<file path="src/rtl/ctu_clsp_pkg.sv">
// Shared types and constants for the DDR cluster clock/reset sequencer.
// Latency: n/a (declarations only).
// Backpressure: n/a (declarations only).
package ctu_clsp_pkg;

    localparam int CLSP_CNT_W = 8;

    typedef enum logic [2:0] {
        ST_OFF    = 3'd0,
        ST_CKWAIT = 3'd1,
        ST_RUN    = 3'd2,
        ST_DBG    = 3'd3,
        ST_STOP   = 3'd4
    } clsp_state_e;

endpackage

</file>
<file path="src/rtl/ctu_clsp_dncnt.sv">
// Loadable down-counter that is shared by every timed sequencer state.
// Latency: load and decrement both take effect on the next edge.
// Backpressure: none; decrement holds at zero and never wraps.
//
// Ports: clk/rst (sync, active-high), load + load_val, dec, cnt, zero.
module ctu_clsp_dncnt
    import ctu_clsp_pkg::*;
(
    input  logic                  clk,
    input  logic                  rst,
    input  logic                  load,
    input  logic [CLSP_CNT_W-1:0] load_val,
    input  logic                  dec,
    output logic [CLSP_CNT_W-1:0] cnt,
    output logic                  zero
);

    always_ff @(posedge clk) begin
        if (rst) begin
            cnt <= '0;
        end else if (load) begin
            cnt <= load_val;
        end else if (dec && (cnt != '0)) begin
            cnt <= cnt - 1'b1;
        end
    end

    assign zero = (cnt == '0);

endmodule

</file>
<file path="src/rtl/ctu_ddr_clsp.sv">
// DDR cluster clock/reset sequencer: orders cluster_cken against grst_l/gdbginit_l.
// Latency: request sampled at edge t acts at t+1; sequences last CKEN_DLY/DBG_HOLD/STOP_DLY cycles.
// Backpressure: none; requests outside OFF/RUN are dropped, never queued.
//
// Ports: gclk, rst (sync, active-high); start_req/dbg_req/stop_req pulses in;
// cluster_cken, grst_l, gdbginit_l to the headers; busy, done (1-cycle), run status.
module ctu_ddr_clsp
    import ctu_clsp_pkg::*;
#(
    parameter int CKEN_DLY = 8,
    parameter int DBG_HOLD = 4,
    parameter int STOP_DLY = 4
) (
    input  logic gclk,
    input  logic rst,
    input  logic start_req,
    input  logic dbg_req,
    input  logic stop_req,
    output logic cluster_cken,
    output logic grst_l,
    output logic gdbginit_l,
    output logic busy,
    output logic done,
    output logic run
);

    // The counter is loaded with N-1 so the timed state lasts exactly N cycles
    // (the exit is taken on the cycle the counter reads zero).
    localparam logic [CLSP_CNT_W-1:0] CKEN_LD = CLSP_CNT_W'(CKEN_DLY - 1);
    localparam logic [CLSP_CNT_W-1:0] DBG_LD  = CLSP_CNT_W'(DBG_HOLD - 1);
    localparam logic [CLSP_CNT_W-1:0] STOP_LD = CLSP_CNT_W'(STOP_DLY - 1);

    clsp_state_e           state_q;
    clsp_state_e           state_d;
    logic                  cnt_load;
    logic [CLSP_CNT_W-1:0] cnt_load_val;
    logic                  cnt_dec;
    logic [CLSP_CNT_W-1:0] cnt;
    logic                  cnt_zero;

    logic cken_d;
    logic grst_l_d;
    logic gdbginit_l_d;
    logic busy_d;
    logic done_d;
    logic run_d;

    ctu_clsp_dncnt u_dncnt (
        .clk      (gclk),
        .rst      (rst),
        .load     (cnt_load),
        .load_val (cnt_load_val),
        .dec      (cnt_dec),
        .cnt      (cnt),
        .zero     (cnt_zero)
    );

    // Next-state and next-output logic. Outputs are decoded from the next
    // state so every output register changes on the same edge as the state.
    always_comb begin
        state_d      = state_q;
        cnt_load     = 1'b0;
        cnt_load_val = '0;
        cnt_dec      = 1'b0;
        done_d       = 1'b0;

        unique case (state_q)
            ST_OFF: begin
                if (start_req) begin
                    state_d      = ST_CKWAIT;
                    cnt_load     = 1'b1;
                    cnt_load_val = CKEN_LD;
                end
            end
            ST_CKWAIT: begin
                if (cnt_zero) begin
                    state_d = ST_RUN;
                    done_d  = 1'b1;
                end else begin
                    cnt_dec = 1'b1;
                end
            end
            ST_RUN: begin
                // Shutdown wins over debug-init when both arrive together.
                if (stop_req) begin
                    state_d      = ST_STOP;
                    cnt_load     = 1'b1;
                    cnt_load_val = STOP_LD;
                end else if (dbg_req) begin
                    state_d      = ST_DBG;
                    cnt_load     = 1'b1;
                    cnt_load_val = DBG_LD;
                end
            end
            ST_DBG: begin
                if (cnt_zero) begin
                    state_d = ST_RUN;
                    done_d  = 1'b1;
                end else begin
                    cnt_dec = 1'b1;
                end
            end
            ST_STOP: begin
                if (cnt_zero) begin
                    state_d = ST_OFF;
                    done_d  = 1'b1;
                end else begin
                    cnt_dec = 1'b1;
                end
            end
            default: begin
                state_d = ST_OFF;
            end
        endcase

        // Reset/debug-init are only released in states where the clock is
        // already enabled, and the clock only drops from OFF, which keeps
        // grst_l low whenever cken is low.
        cken_d       = (state_d != ST_OFF);
        grst_l_d     = (state_d == ST_RUN) || (state_d == ST_DBG);
        gdbginit_l_d = (state_d == ST_RUN);
        busy_d       = (state_d == ST_CKWAIT) || (state_d == ST_DBG) ||
                       (state_d == ST_STOP);
        run_d        = (state_d == ST_RUN);
    end

    always_ff @(posedge gclk) begin
        if (rst) begin
            state_q      <= ST_OFF;
            cluster_cken <= 1'b0;
            grst_l       <= 1'b0;
            gdbginit_l   <= 1'b0;
            busy         <= 1'b0;
            done         <= 1'b0;
            run          <= 1'b0;
        end else begin
            state_q      <= state_d;
            cluster_cken <= cken_d;
            grst_l       <= grst_l_d;
            gdbginit_l   <= gdbginit_l_d;
            busy         <= busy_d;
            done         <= done_d;
            run          <= run_d;
        end
    end

endmodule

</file>
<file path="config.mk">
export PLATFORM = sky130hd
export DESIGN_NAME = ctu_ddr_clsp
export DESIGN_NICKNAME = d
export VERILOG_FILES = /design/src/rtl/ctu_clsp_pkg.sv /design/src/rtl/ctu_clsp_dncnt.sv /design/src/rtl/ctu_ddr_clsp.sv
export SDC_FILE = /design/constraint.sdc
export NUM_CORES = 1
export LEC_CHECK = 0
export CAP_MARGIN = 20
export CORE_MARGIN = 5
export CORE_UTILIZATION = 46
export DETAILED_ROUTE_END_ITERATION = 8
export PLACE_DENSITY = 0.76
export REMOVE_ABC_BUFFERS = 1
export SLEW_MARGIN = 20
export SYNTH_ARGS = -nofsm -noshare
export SYNTH_HDL_FRONTEND = slang
export SYNTH_SLANG_ARGS = --single-unit
</file>
<file path="constraint.sdc">
create_clock -name gclk -period 1.4 [get_ports gclk]
set_input_delay 0.14 -clock gclk [delete_from_list [all_inputs] [get_ports gclk]]
set_output_delay 0.14 -clock gclk [all_outputs]
set_load 0.005 [all_outputs]
</file>
==> summary.txt <==
Status
  – Status: complete, but fails checks
  – Failing checks: negative setup slack

Finish
  – # diodes: 0
  – # nets final: around 110
  – Util after Layout: 0.655
  – Area growth syn-to-layout: 33.4%
  – Post-Layout Cell Count: between 100 and 150
  – Fillcell total: between 100 and 150
  – Share of cells above drive strength 1: 0.255
  – Post-route cell area: around 1000 um^2

Synth
  – Sequential share of the synthesized area: 0.423
  – Top FF cell, synth: dfxtp_1
  – Number of synthesized flops with an enable pin: 0
  – Cells after Synth: 84
  – Synth Cell Area: approximately 760 um^2
  – Yosys cell types: 33
  – Count leader, synth: dfxtp_1
  – Post-Syn Area per Cell: approximately 9.0 um^2
  – Register bit total from synthesis: 16
  – Asr flop ratio synth: 0
  – Top cells by instance count after synthesis: dfxtp_1, nor2_1, a21oi_1
  – Synth warn: 0
  – Post-synth top area cell: dfxtp_1
  – Synth area leaders: dfxtp_1, nor2_1, xor2_1
  – Synth top area share: 0.423

Setup path
  – Max incr delay on CP: ~0.38 ns
  – Worst reg2reg endpoint: u_dncnt.cnt[2]
  – R2R setup slack: -0.06 ns
  – Worst r2r src: u_dncnt.cnt[5]
  – CP Max Fanout: 5
  – Reg2Reg Depth: 5
  – Worst Setup EP: u_dncnt.cnt[2]
  – CP startpoint kind: flop
  – Worst path required time: 1.59 ns
  – Slowest CP cell: nor4_4
  – Crit path arrival time: ~1.7 ns
  – Crit path depth: 5
  – Path type of the worst setup path: reg2reg
  – Critical path buffers and inverters: 0
  – Crit. Startpoint: u_dncnt.cnt[5]
  – Worst setup EP type: flop
  – Crit path cell chain: nor4_4 > nand3_2 > nand3_1 > xnor2_1 > a32o_1
  – Cell family with most CP delay: simple AND/OR/NAND/NOR gates

Route
  – Uppermost layer routed: met4
  – Met1 WL: around 730 um
  – Met2 WL: 758 um
  – DRC: 0
  – WL final: 1620 um
  – Pre-Repair DR Iteration Count: 4
  – Antenna-violating nets left: 0
  – Met3 Routed Length: ~100 um
  – Detailed Route Iter0 Violations: 23
  – DR WL/cell: between 10 and 15 um
  – Vias: between 600 and 700
  – Vias per cell: 5.64

Clocking
  – Worst-Skew Late Latency: approximately 0.29 ns
  – CTS max path bufs: 2
  – Root buf cell: clkbuf_4
  – Clk slew on worst S/H paths: ~0.1 ns
  – TritonCTS Buffers: 3
  – CTS tree: done
  – Hold-fix buffers, CTS: 0
  – CTS Sinks: 16
  – Htree depth: 1

Hold path
  – Hold WC Path Type: in2reg

Placement
  – Placed cell count: approximately 120
  – I/O Buffers: 10
  – GP Congestion: 0.793
  – Placed Instance Area: 935 um^2
  – DP HPWL: 1120 um

GRT
  – Initial antenna violation count: 0
  – Grt total ovfl: 0
  – Global-route wire length before repair: 2640 um
  – Vias in the first global route: 579
  – Largest net degree at the start of global routing: 10
  – Global router's overall resource usage: 0.130

Floorplanning
  – Die Area: 2560 um^2
  – Row cnt: 14
  – Die Width: roughly 50 um
  – Die Height: just over 50 um
  – Num ports: 11
  – Initial Util: 0.491
  – Area of the core: 1540 um^2

Power
  – Leakage Power: 0.407 nW
  – VDD IR max: about 820 uV
  – PD cells: approximately 1400 nW/um^2

Timing
  – Final Setup Violations: 4
  – Endpoints failing hold: 0
  – Fin crit share: 1.05
  – Fmax: roughly 0.7 GHz
  – Final WS setup: -0.0644 ns
  – RSZ-0062 raised after global routing: true
  – Clock skew: around 0.012 ns
  – Tmin final: roughly 1.5 ns
  – Worst Tran Pin Value: approximately 0.33 ns
  – Slew Limit Headroom: 0.778
  – Hold_ws: between 0.5 and 0.6 ns
  – Final slew viol count: 0

Run
  – Max-cap viol count: 0
## worst min-delay path by stage
stage | slack (ns) | depth (start not counted) | startpoint | end
3_5_place_dp | 0.51 | 2 | u_dncnt.cnt[1] | u_dncnt.cnt[1]
3_3_place_gp | 0.50 | 2 | u_dncnt.cnt[1] | u_dncnt.cnt[1]
4_1_cts | 0.50 | 3 | stop_req | state_q[2]
6_report | 0.51 | 3 | stop_req | state_q[2]
2_1_floorplan | 0.21 | 1 | rst | u_dncnt.cnt[1]
5_1_grt | 0.52 | 3 | stop_req | state_q[2]
## cells in the final DEF, fill, tap and decap left out, types with 2 or more instances in the layout
| master | instances |
|---|---|
| a21oi_1 | 5 |
| buf_4 | 12 |
| clkbuf_4 | 3 |
| clkdlybuf4s50_1 | 10 |
| dfxtp_1 | 14 |
| dfxtp_2 | 2 |
| inv_1 | 3 |
| nand2_1 | 3 |
| nand3_1 | 3 |
| nand4_1 | 3 |
| nor2_1 | 13 |
| nor2b_1 | 3 |
| nor3_1 | 4 |
| xor2_1 | 4 |
## power breakdown
group / internal [W] / total (W) / switching [W]
Sequential: 0.000512 / 0.000547 / 0.0000357
Combinational: 0.000278 / 0.000547 / 0.000269
Clock: 0.000158 / 0.000307 / 0.000149
Total: 0.000948 / 0.00140 / 0.000453
## timing repair
item | 4_1_cts | 5_1_grt
setup buffers | 0 | 1
cloned | 1 | 0
pin swaps | 1 | 3
gates resized for setup | 1 | 6
endpoints found under the setup margin | 4 | 12
## state kept, by name, indices dropped and copies added, names as in the netlist
register and flops:
busy 1, cluster_cken 1, done 1, grst_l 1
run 1, state_q 3, u_dncnt.cnt 8
## metrics by stage
| stage | TNS (ns) | worst slack [ns] | power [W] |
|---|---|---|---|
| final | -0.149 | -0.0644 | 0.00140 |
| after global routing | -1.01 | -0.143 | 0.00149 |
| after CTS | -0.0606 | -0.0439 | 0.00136 |
| after detailed placement | -0.144 | -0.0675 | 0.00105 |
| after global placement | -0.00771 | -0.00771 | 0.00103 |
| after floorplan | -0.0481 | -0.0481 | 0.000853 |
## worst register-to-register path, delay by kind of cell (launching register included)
kind            cells  cell delay, ns
simple gates        3            0.72
flops               1            0.35
compound gates      1            0.21
xor+xnor            1            0.08
## routing by layer
metal | global-route usage | vias up
met1 | 0.177 | 317
met2 | 0.192 | 26
li1 | - | 341
met3 | 0.0385 | 4
met5 | 0 | -
met4 | 0.0511 | 0
## area by class of cell
cell class / count / area [um^2] / area share
well taps: 16 / 20.0 / 0.0198
flip-flops and latches: 16 / 323 / 0.320
clock buffers: 4 / 36.3 / 0.0359
inverters: 3 / 11.3 / 0.0112
repair buffers: 22 / 190 / 0.188
multi-input cells: 61 / 429 / 0.425
## logic make-up (layout without fill, tap and decap cells)
group / count (synthesis) / after routing / share of synthesized area
simple gates: 39 / 40 / 0.296
buf+inv: 8 / 29 / 0.0479
flops: 16 / 16 / 0.423
xor+xnor: 6 / 6 / 0.0694
mux: 2 / 2 / 0.0314
compound gates: 12 / 12 / 0.116
fa+ha+maj: 1 / 1 / 0.0165
Note: power is estimated with default switching activity, not from simulation.
